--- config.mk ---
export PLATFORM = sky130hd
export DESIGN_NAME = traffic_fsm_ctrl
export DESIGN_NICKNAME = d
export VERILOG_FILES = /design/src/rtl/traffic_fsm_ctrl.sv
export SDC_FILE = /design/constraint.sdc
export NUM_CORES = 1
export LEC_CHECK = 0
export ABC_AREA = 1
export BUFFER_PORTS_ARGS = -buffer_cell sky130_fd_sc_hd__buf_2
export CAP_MARGIN = 20
export CORE_AREA = 5 5 42 44
export CTS_CLUSTER_DIAMETER = 30
export DETAILED_ROUTE_END_ITERATION = 10
export DIE_AREA = 0 0 47 49
export GPL_TIMING_DRIVEN = 0
export PLACE_DENSITY = 0.49
export SLEW_MARGIN = 20
export SYNTH_ARGS = -nofsm -noshare
export SYNTH_HDL_FRONTEND = slang
export SYNTH_SLANG_ARGS = --single-unit
--- constraint.sdc ---
create_clock -name clk_1hz -period 0.9 [get_ports clk_1hz]
set_input_delay 0.18 -clock clk_1hz [delete_from_list [all_inputs] [get_ports clk_1hz]]
set_output_delay 0.18 -clock clk_1hz [all_outputs]
set_load 0.05 [all_outputs]
--- src/rtl/traffic_fsm_ctrl.sv ---
`default_nettype none
// +--------------------------------------------------------------------------+
// | Module      : traffic_fsm_ctrl                                           |
// | Description : Main/side road intersection phase controller with an       |
// |               optional all-red pedestrian walk phase (macro PED_WALK_EN). |
// | Revision    : 1.0  initial release                                       |
// +--------------------------------------------------------------------------+
module traffic_fsm_ctrl #(
    parameter int WALK_TIME = 10
) (
    input  logic       clk_1hz,
    input  logic       rst_n,
    input  logic       time1,
    input  logic       time2,
    input  logic       side_sensor,
    input  logic       ped_req,
    output logic [2:0] state,
    output logic [2:0] main_lights,
    output logic [2:0] side_lights,
    output logic       walk,
    output logic       ped_ack
);

`ifdef PED_WALK_EN
    typedef enum logic [2:0] {
        S0 = 3'd0,
        S1 = 3'd1,
        S2 = 3'd2,
        S3 = 3'd3,
        S4 = 3'd4
    } state_t;
`else
    typedef enum logic [2:0] {
        S0 = 3'd0,
        S1 = 3'd1,
        S2 = 3'd2,
        S3 = 3'd3
    } state_t;
`endif

    localparam logic [2:0] c_red = 3'b100;
    localparam logic [2:0] c_yel = 3'b010;
    localparam logic [2:0] c_grn = 3'b001;

    state_t r_state;
    state_t w_next;
    logic   r_car_pend;
    logic   w_enter_s2;
    logic   w_go_side;

    assign w_enter_s2 = (w_next == S2) && (r_state != S2);

`ifdef PED_WALK_EN
    localparam logic [4:0] c_walk_last = 5'(WALK_TIME - 1);

    logic       r_ped_pend;
    logic       r_ret_side;
    logic [4:0] r_walk_cnt;
    logic       r_ped_ack;
    logic       w_enter_s4;

    assign w_enter_s4 = (w_next == S4) && (r_state != S4);
    assign w_go_side  = r_car_pend | side_sensor | r_ped_pend;
`else
    // Walk phase absent: the pedestrian button and walk length have no function.
    localparam int c_unused_walk_time = WALK_TIME;
    logic w_unused_ped_req;

    assign w_unused_ped_req = ped_req;
    assign w_go_side        = r_car_pend | side_sensor;
`endif

    always_ff @(posedge clk_1hz or negedge rst_n) begin
        if (!rst_n) begin
            r_state <= S0;
        end else begin
            r_state <= w_next;
        end
    end

    always_comb begin
        w_next = S0;
        case (r_state)
            S0: w_next = (time1 && w_go_side) ? S1 : S0;
`ifdef PED_WALK_EN
            S1: w_next = time2 ? (r_ped_pend ? S4 : S2) : S1;
            S2: w_next = time1 ? S3 : S2;
            S3: w_next = time2 ? (r_ped_pend ? S4 : S0) : S3;
            S4: begin
                if (r_walk_cnt == c_walk_last) begin
                    w_next = r_ret_side ? S2 : S0;
                end else begin
                    w_next = S4;
                end
            end
`else
            S1: w_next = time2 ? S2 : S1;
            S2: w_next = time1 ? S3 : S2;
            S3: w_next = time2 ? S0 : S3;
`endif
            default: w_next = S0;
        endcase
    end

    // Clearing on entry to side green takes priority over a new sensor hit.
    always_ff @(posedge clk_1hz or negedge rst_n) begin
        if (!rst_n) begin
            r_car_pend <= 1'b0;
        end else if (w_enter_s2) begin
            r_car_pend <= 1'b0;
        end else if (side_sensor && (r_state != S2)) begin
            r_car_pend <= 1'b1;
        end
    end

`ifdef PED_WALK_EN
    always_ff @(posedge clk_1hz or negedge rst_n) begin
        if (!rst_n) begin
            r_ped_pend <= 1'b0;
            r_ret_side <= 1'b0;
            r_walk_cnt <= 5'd0;
            r_ped_ack  <= 1'b0;
        end else begin
            r_ped_ack <= w_enter_s4;
            if (w_enter_s4) begin
                r_ped_pend <= 1'b0;
            end else if (ped_req && (r_state != S4)) begin
                r_ped_pend <= 1'b1;
            end
            if (w_enter_s4) begin
                r_ret_side <= (r_state == S1);
            end
            if ((r_state == S4) && (w_next == S4)) begin
                r_walk_cnt <= r_walk_cnt + 5'd1;
            end else begin
                r_walk_cnt <= 5'd0;
            end
        end
    end

    assign walk    = (r_state == S4);
    assign ped_ack = r_ped_ack;
`else
    assign walk    = 1'b0;
    assign ped_ack = 1'b0;
`endif

    // Lamps depend on the state register alone; unknown codes show red both ways.
    always_comb begin
        main_lights = c_red;
        side_lights = c_red;
        case (r_state)
            S0: begin
                main_lights = c_grn;
                side_lights = c_red;
            end
            S1: begin
                main_lights = c_yel;
                side_lights = c_red;
            end
            S2: begin
                main_lights = c_red;
                side_lights = c_grn;
            end
            S3: begin
                main_lights = c_red;
                side_lights = c_yel;
            end
            default: begin
                main_lights = c_red;
                side_lights = c_red;
            end
        endcase
    end

    assign state = r_state;

endmodule
`default_nettype wire

Word level (Yosys, flattened, before mapping)
Index checks and enable logic that the tools add are counted.

operators by class
  equal/unequal tests = 5
  muxes and demuxes = 9
  reduce and logical (&&, ||, !) cells = 5
  bitwise gates (word level) = 1

operator list
  kind                                                             count
  3-bit one-hot mux with 2 select lines                            2
  3-bit by 2-bit == test with 1-bit output, second input constant  3
  2-bit one-hot mux with 4 select lines                            1
  1-bit two-way mux                                                4
  2-bit two-way mux                                                2
  3-bit by 1-bit == test with 1-bit output, second input constant  1
  1-bit logical AND                                                3
  3-bit logical NOT                                                1
  3-bit by 2-bit != test with 1-bit output, second input constant  1
  2-bit nonzero test                                               1
  1-bit OR                                                         1

word-level totals
  word-level logic and storage cells = 22
  input port bits = 6
  output and inout bits = 11
  register bits = 4

Longest topological paths before layout
Gate-level depths: netlist of run 1.

  depth after elaboration = 7
  mapped depth = 4
  gate-level depth less buffers = 4

Least setup slack after synthesis of run 1
Ideal clock, no wire load.

  path kind = flip-flop to output port
  from = register r_state[1], in the netlist state[1]
  to = output main_lights[1]
  setup slack = -640 ps
  stages on the path, launching flop included = 4
  arrival time = 1360 ps
  path buffers = 0
  required time = 720 ps
  path through = dfrtp_1 > inv_2 > nand2_2 > inv_1

on the way
  longest elaborated chain between the ends = 2
  elaborated cells between the ends (all ways) = 3
  classes of those cells = 1 x eq/ne; 1 x mux; 1 x reduce/logical

RTL lines
  item                                                                           RTL line  RTL
  start: declaration                                                             45        state_t r_state;
  start signal: assignment                                                       77        r_state <= w_next;
  3-bit by 1-bit == test with 1-bit output or 3-bit logical NOT (tied branches)  152       case (r_state)
  3-bit one-hot mux with 2 select lines (*)                                      152
  end: declaration                                                               18        output logic [2:0] main_lights,

Every way passes the cells marked *; elsewhere a longest branch is shown, timed or not.

Worst setup path after layout of run 1
Same ends and word-level chain as after synthesis.

==> key figures, run 1 <==
Critical path
  • Number of buffer and inverter instances along the worst setup path: 3
  • Worst setup slack for register-to-register paths: -0.28 ns
  • CP Cell Sequence: inv_8 > nand2_4 > clkinvlp_4 > buf_8
  • Worst path depth: 4
  • Slowest library cell on the worst path: sky130_fd_sc_hd__dfrtp_4
  • CP endpoint kind: output port
  • Worst r2r path cells: 7
  • Data required time at the worst endpoint: just over 0.7 ns
  • Biggest fanout along the worst timing path: 7
  • Cell type group with the largest total delay on the critical path: flip-flops
  • Kind of critical path: reg2out
  • Critical Path Source Type: flop
  • Critical Path Max Stage Delay: around 0.55 ns
  • Arrival time reported for the critical path endpoint: between 1 and 1.5 ns

Outcome
  • Violated checks: negative setup slack
  • Run status: finished, violations left

Global routing
  • Pin count of the biggest net entering global routing: 8
  • Aggregate global routing overflow: 0
  • Via count of the first global-routing pass: 255
  • Wire length of the first global-routing pass: about 1100 um
  • Total global routing track utilization: 6.85%
  • Antenna violations before repair: 0

Yosys
  • Post-synthesis instance total: 30
  • Biggest area contributors in the synthesized netlist: sky130_fd_sc_hd__dfrtp_1, sky130_fd_sc_hd__buf_4, sky130_fd_sc_hd__inv_1
  • Library cell with the highest instance count after synthesis: sky130_fd_sc_hd__inv_1
  • Number of synthesized flops with an enable pin: 0
  • Per-instance average area after synthesis: ~7 sq um
  • Post-synthesis sequential area ratio: a little over a third
  • Cell variety after synth: 14
  • Share of flip-flops with an asynchronous set or reset after synthesis: between 90% and 100%
  • Number of flip-flops and latches in the synthesized netlist: 3
  • Warnings, synthesis: 0
  • Commonest cells post-synth: sky130_fd_sc_hd__inv_1, sky130_fd_sc_hd__nand2_1, sky130_fd_sc_hd__buf_4, sky130_fd_sc_hd__dfrtp_1
  • Netlist Area Pre-Place: between 200 and 250 sq um
  • Top_reg_cell synth: sky130_fd_sc_hd__dfrtp_1
  • Cell taking the most area after synthesis: sky130_fd_sc_hd__dfrtp_1
  • Area share of the largest cell type after synthesis: 36.4%

Die
  • Effective utilization at floorplan: 14.7%
  • I/O pin total: 17
  • Die H: 49 um
  • Die W: between 40 and 50 um
  • Overall die area: between 0.002 and 0.0025 sq mm
  • CORE AREA: between 0.001 and 0.0015 sq mm
  • Count of standard-cell rows: 14

STA
  • Final cycle utilization of the critical path: 145%
  • Worst hold margin: 0.208 ns
  • Max Slew Vio Count: 0
  • Maximum achievable frequency: 768 MHz
  • Final critical delay including setup and external delays: 1.30 ns
  • Finish-stage setup viols: 11
  • Setup skew after layout: 0.00160 ns
  • Number of failing hold endpoints at the final stage: 0
  • Post-Route Setup TNS: -3.52 ns
  • Final worst-path setup slack: -0.403 ns
  • Setup repair after global routing missed its margin: true

Route
  • Initial drt markers: 5
  • Total detailed-routing wirelength: 620 um
  • DRC violation count after routing: 0
  • Total vias in the final route: around 260
  • Remaining antenna violation count after routing: 0
  • Average wire per cell in the routed design: 8.61 um
  • Via density: between 3 and 4
  • Number of iterations in the first detailed-routing pass: 4

Placement
  • Number of input and output port buffers inserted: 12
  • Final Wtd Congestion: roughly 0.67
  • Sum of net half-perimeters after detailed placement: between 400 and 500 um

Cells and area
  • Area taken by flip-flops and latches: 82.6 sq um
  • Share of layout cells above drive strength 1: around 70%
  • ANT cells: 0
  • Number of nets in the layout: 63
  • Number of filler instances in the final layout: 159
  • Layout overhead on the synthesized area: 142%
  • Share of the core filled with cells in the final layout: approximately 36%
  • Multi-input gate area: 116 sq um

Clock network
  • Largest buffer count on any clock path: 2
  • H-tree depth: 1
  • Clk Latency, worst-skew pair: roughly 0.23 ns
  • Number of CTS-inserted buffers: 3
  • Clock transition at path regs: 0.04 ns
  • Number of sinks on the clock net: 3
  • CTS tree: yes
  • Library cell used as clock root buffer: sky130_fd_sc_hd__clkbuf_4

Job
  • Max-cap check violation count: 0

Power
  • Switching component of the power: ~1.1 mW
  • Clock network fraction of total power: a little over a tenth
  • Maximum vdd ir drop: 1.54 mV
  • Ratio of total power to cell area: 4310 mW/mm^2
  • Switching share of total power: 52.7%
  • Total chip power: 2.16 mW
  • Total leakage power: 0.256 nW
  • Combinational share of power: 71.9%
  • Sequential fraction of design power: 17.1%
  • Int Power: 1.02 mW

Hold path
  • Worst hold stages: 3
  • Worst hold path class: in2reg
placed cells by master (no fill, tap or decap), drive strengths merged:
cell type and instances:
buf 22, dfrtp 3, nor2 3, clkbuf 5
nand2 7, o21ai 2, inv 5, clkinvlp 3
conb 3, a21oi 1, nand3b 1, dlygate4sd3 1
power by group through the flow:
stage	sequential [mW]	combinational (mW)	clock (mW)
floorplan	0.466	0.763	0
global placement	0.348	1.08	0
detailed placement	0.347	1.08	0
CTS	0.372	1.49	0.248
global route	0.386	1.64	0.267
finish	0.368	1.55	0.238
repair_timing:
action | 4_1_cts | 5_1_grt
setup endpoints to repair | 10 | 11
buffers inserted | 5 | 3
pin swaps | 3 | 2
gates resized for setup | 22 | 0
hold endpoints to repair | 3 | 0
hold buffers | 1 | 0
cloned | 0 | 0
sequential cells by signal, summed over array words and instances, names as in the netlist:
name	cells
state	2
r_car_pend	1
routing by layer:
metal  share of wire, %  track usage, %  vias to the layer above
met3                 14            5.90                        0
met5                  0               0                        -
met4                  0            2.76                        0
met2                 47            9.05                       15
li1                   -               -                      131
met1                 39            7.74                      118
layout make-up:
cell class | instances | share of cell area, %
clock buffers | 4 | 5.25
inverters | 8 | 10.3
multi-input cells | 17 | 23.3
well taps | 16 | 4.00
plain buffers | 4 | 6.00
flip-flops and latches | 3 | 16.5
repair buffers | 20 | 34.8
final timing paths:
kind                                             start                endpoint
worst max-delay path                state[1]$_DFF_PN0_          main_lights[1]
worst min-delay path                       side_sensor  r_car_pend$_DFFE_PN0P_
worst max register to register      state[1]$_DFF_PN0_      state[0]$_DFF_PN0_
worst min register to register  r_car_pend$_DFFE_PN0P_  r_car_pend$_DFFE_PN0P_
max in group asynchronous                        rst_n      state[0]$_DFF_PN0_
min in group asynchronous                        rst_n      state[1]$_DFF_PN0_
per-stage QoR:
step	cell area, sq um	cells	setup WS, ns
finish	500	72	-0.403
global route	500	72	-0.437
CTS	485	70	-0.410
detailed placement	337	60	-0.244
global placement	337	60	-0.246
floorplan	256	32	-0.273
worst register-to-register path, delay by kind of cell, from the launching register on:
kind                   cells  cell delay [ns]
DFF                        1             0.55
and+or+nand+nor            3             0.16
buffers and inverters      4             0.36
cells by family (layout without fill, tap and decap cells):
kind of cell	Yosys count	count (layout)	share of synthesized area [%]
other cells	1	3	1.82
flops	3	3	36.4
compound gates	3	3	9.09
simple gates	11	11	25.5
buf+inv	12	36	27.3
No activity file was read; power rests on OpenSTA's default activity.
==> inputs of run 2 (changes only) <==
--- a/config.mk
+++ b/config.mk
@@ -14,6 +14,8 @@
 export DIE_AREA = 0 0 47 49
 export GPL_TIMING_DRIVEN = 0
 export PLACE_DENSITY = 0.49
+export SETUP_SLACK_MARGIN = 0.3
+export SKIP_LAST_GASP = 1
 export SLEW_MARGIN = 20
 export SYNTH_ARGS = -nofsm -noshare
 export SYNTH_HDL_FRONTEND = slang
==> constraint.sdc (replaced) <==
create_clock -name clk_1hz -period 1.5 [get_ports clk_1hz]
set_input_delay 0.3 -clock clk_1hz [delete_from_list [all_inputs] [get_ports clk_1hz]]
set_output_delay 0.3 -clock clk_1hz [all_outputs]
set_load 0.05 [all_outputs]
==> key figures, run 2 (synthesized netlist as in run 1, its figures left out) <==
Cells and area
  • ANT cells: 0
  • Layout overhead on the synthesized area: 119%
  • Number of standard cells in the final layout excluding fillers: 69
  • Share of layout cells above drive strength 1: between 60% and 70%
  • Most frequent cells in the layout: sky130_fd_sc_hd__buf_4, sky130_fd_sc_hd__nand2_1, sky130_fd_sc_hd__buf_2
  • Number of flip-flops under the largest register name: 2
  • Share of the core filled with cells in the final layout: 32.2%
  • Number of filler instances in the final layout: 164
  • Number of nets in the layout: 60
  • Most frequent standard cell in the layout excluding fill and tap cells: sky130_fd_sc_hd__buf_4

Route
  • Number of iterations in the first detailed-routing pass: 1
  • Total vias in the final route: 232
  • Initial drt markers: 0
  • Remaining antenna violation count after routing: 0
  • DRC violation count after routing: 0
  • Via density: 3.36
  • Average wire per cell in the routed design: 7.72 um
  • Total detailed-routing wirelength: 533 um

Global routing
  • Met1 Resource Use GR: 6.86%
  • Met3 Track Usage GR: 6.27%
  • Aggregate global routing overflow: 0
  • Pin count of the biggest net entering global routing: 8
  • Total global routing track utilization: under 10%
  • Wire length of the first global-routing pass: 979 um
  • Met2 global-route usage: 8.14%
  • Antenna violations before repair: 0
  • Grt peak-use layer: met2
  • Via count of the first global-routing pass: between 200 and 300

Placement
  • Sum of net half-perimeters after detailed placement: 430 um
  • Final Wtd Congestion: a little under 0.7
  • Total instance count after detailed placement: 60
  • Number of input and output port buffers inserted: 12

Power
  • Maximum vdd ir drop: slightly below 1 mV
  • Combinational share of power: 70.1%
  • Switching share of total power: 54.0%
  • Int Power: 0.543 mW
  • Switching component of the power: 0.638 mW
  • Clock network fraction of total power: roughly an eighth
  • Ratio of total power to cell area: 2620 mW/mm^2
  • Total leakage power: 0.240 nW
  • Sequential fraction of design power: 18.1%

Die
  • Overall die area: 0.00230 sq mm
  • Effective utilization at floorplan: between 10 and 15%
  • CORE AREA: 0.00140 sq mm
  • Die W: 47 um
  • Count of standard-cell rows: 14
  • Die H: between 40 and 50 um
  • I/O pin total: 17

Critical path
  • Startpoint of the most critical register-to-register path: state[1]$_DFF_PN0_
  • Data required time at the worst endpoint: approximately 1.2 ns
  • Slowest library cell on the worst path: sky130_fd_sc_hd__dfrtp_4
  • Number of buffer and inverter instances along the worst setup path: 3
  • Biggest fanout along the worst timing path: 7
  • Reg-to-Reg End: r_car_pend$_DFFE_PN0P_
  • Arrival time reported for the critical path endpoint: ~1.1 ns
  • Worst r2r path cells: 5
  • Critical Path Source Type: flop
  • Worst setup slack for register-to-register paths: 0.46 ns
  • Launching instance or port of the critical path: state[1]$_DFF_PN0_
  • Crit path capture: main_lights[1]
  • Worst path depth: 4
  • Cell type group with the largest total delay on the critical path: flip-flops
  • Kind of critical path: reg2out
  • CP Cell Sequence: inv_8 > nand2_4 > clkinvlp_4 > buf_8
  • Critical Path Max Stage Delay: between 0.5 and 0.6 ns
  • CP endpoint kind: output port

Clock network
  • Library cell used as clock root buffer: sky130_fd_sc_hd__clkbuf_4
  • H-tree depth: 1
  • Clock transition at path regs: approximately 0.040 ns
  • Clk Latency, worst-skew pair: between 0.2 and 0.25 ns
  • Largest buffer count on any clock path: 2
  • Number of CTS-inserted buffers: 3
  • Number of sinks on the clock net: 3
  • CTS tree: yes

STA
  • Final cycle utilization of the critical path: 93.6%
  • Maximum achievable frequency: 712 MHz
  • Max Slew Vio Count: 0
  • Post-Route Setup TNS: 0 ns
  • Finish-stage setup viols: 0
  • Setup skew after layout: 0.00166 ns
  • Number of failing hold endpoints at the final stage: 0
  • Final critical delay including setup and external delays: between 1 and 1.5 ns
  • Setup repair after global routing missed its margin: true

Job
  • Max-cap check violation count: 0

Hold path
  • Worst hold path class: in2reg
  • Worst hold stages: 3

Outcome
  • Run status: finished clean
==> run 2: power groups by stage <==
stage | combinational, mW | clock (mW) | sequential, mW
2_1_floorplan | 0.435 | 0 | 0.277
3_3_place_gp | 0.622 | 0 | 0.206
3_5_place_dp | 0.627 | 0 | 0.207
4_1_cts | 0.836 | 0.145 | 0.213
5_1_grt | 0.876 | 0.156 | 0.223
6_report | 0.828 | 0.139 | 0.213
==> run 2: stage by stage <==
step	power [mW]	area, sq um	worst slack [ns]	hold WS, ns
6_report	1.18	452	0.0958	0.332
5_1_grt	1.26	452	0.0482	0.337
4_1_cts	1.19	452	0.0903	0.328
3_5_place_dp	0.835	325	0.217	0.100
3_3_place_gp	0.828	325	0.223	0.0975
2_1_floorplan	0.712	245	0.181	0.00441
==> run 2: worst min path at each step <==
stage / start / to / slack, ns
6_report: side_sensor / r_car_pend$_DFFE_PN0P_ / 0.33
5_1_grt: side_sensor / r_car_pend$_DFFE_PN0P_ / 0.34
4_1_cts: side_sensor / r_car_pend$_DFFE_PN0P_ / 0.33
3_5_place_dp: rst_n / r_car_pend$_DFFE_PN0P_ / 0.10
3_3_place_gp: rst_n / r_car_pend$_DFFE_PN0P_ / 0.1
2_1_floorplan: rst_n / r_car_pend$_DFFE_PN0P_ / 0.004
==> run 2: repair_timing <==
action                     in CTS  in global routing
setup endpoints to repair       8                  8
gates cloned                    0                  0
buffers inserted                4                  0
pin swaps                       2                  0
hold buffers                    1                  0
gates resized for setup        18                  0
hold endpoints to repair        3                  0
==> run 2: layer usage <==
layer  routed length [um]  vias to the layer above  share of wire, %
li1                     -                      125                 -
met1                  236                       93                44
met2                  222                       14                42
met3                   74                        0                14
met4                    0                        0                 0
met5                    0                        -                 0
==> run 2: worst register-to-register path: stages, from the launching register on <==
cell	delay [ns]
sky130_fd_sc_hd__dfrtp_4	0.54
sky130_fd_sc_hd__inv_8	0.08
sky130_fd_sc_hd__nand2_4	0.05
sky130_fd_sc_hd__buf_4	0.13
sky130_fd_sc_hd__nor2_2	0.09
sky130_fd_sc_hd__a21oi_2	0.04
==> run 2: cell type report <==
type	instances	area (sq um)	area share, %
plain buffers	4	27.5	6.09
clock buffers	4	26.3	5.82
inverters	8	47.5	10.5
multi-input cells	17	100	22.2
flip-flops and latches	3	82.6	18.3
well taps	16	20.0	4.43
repair buffers	17	148	32.7
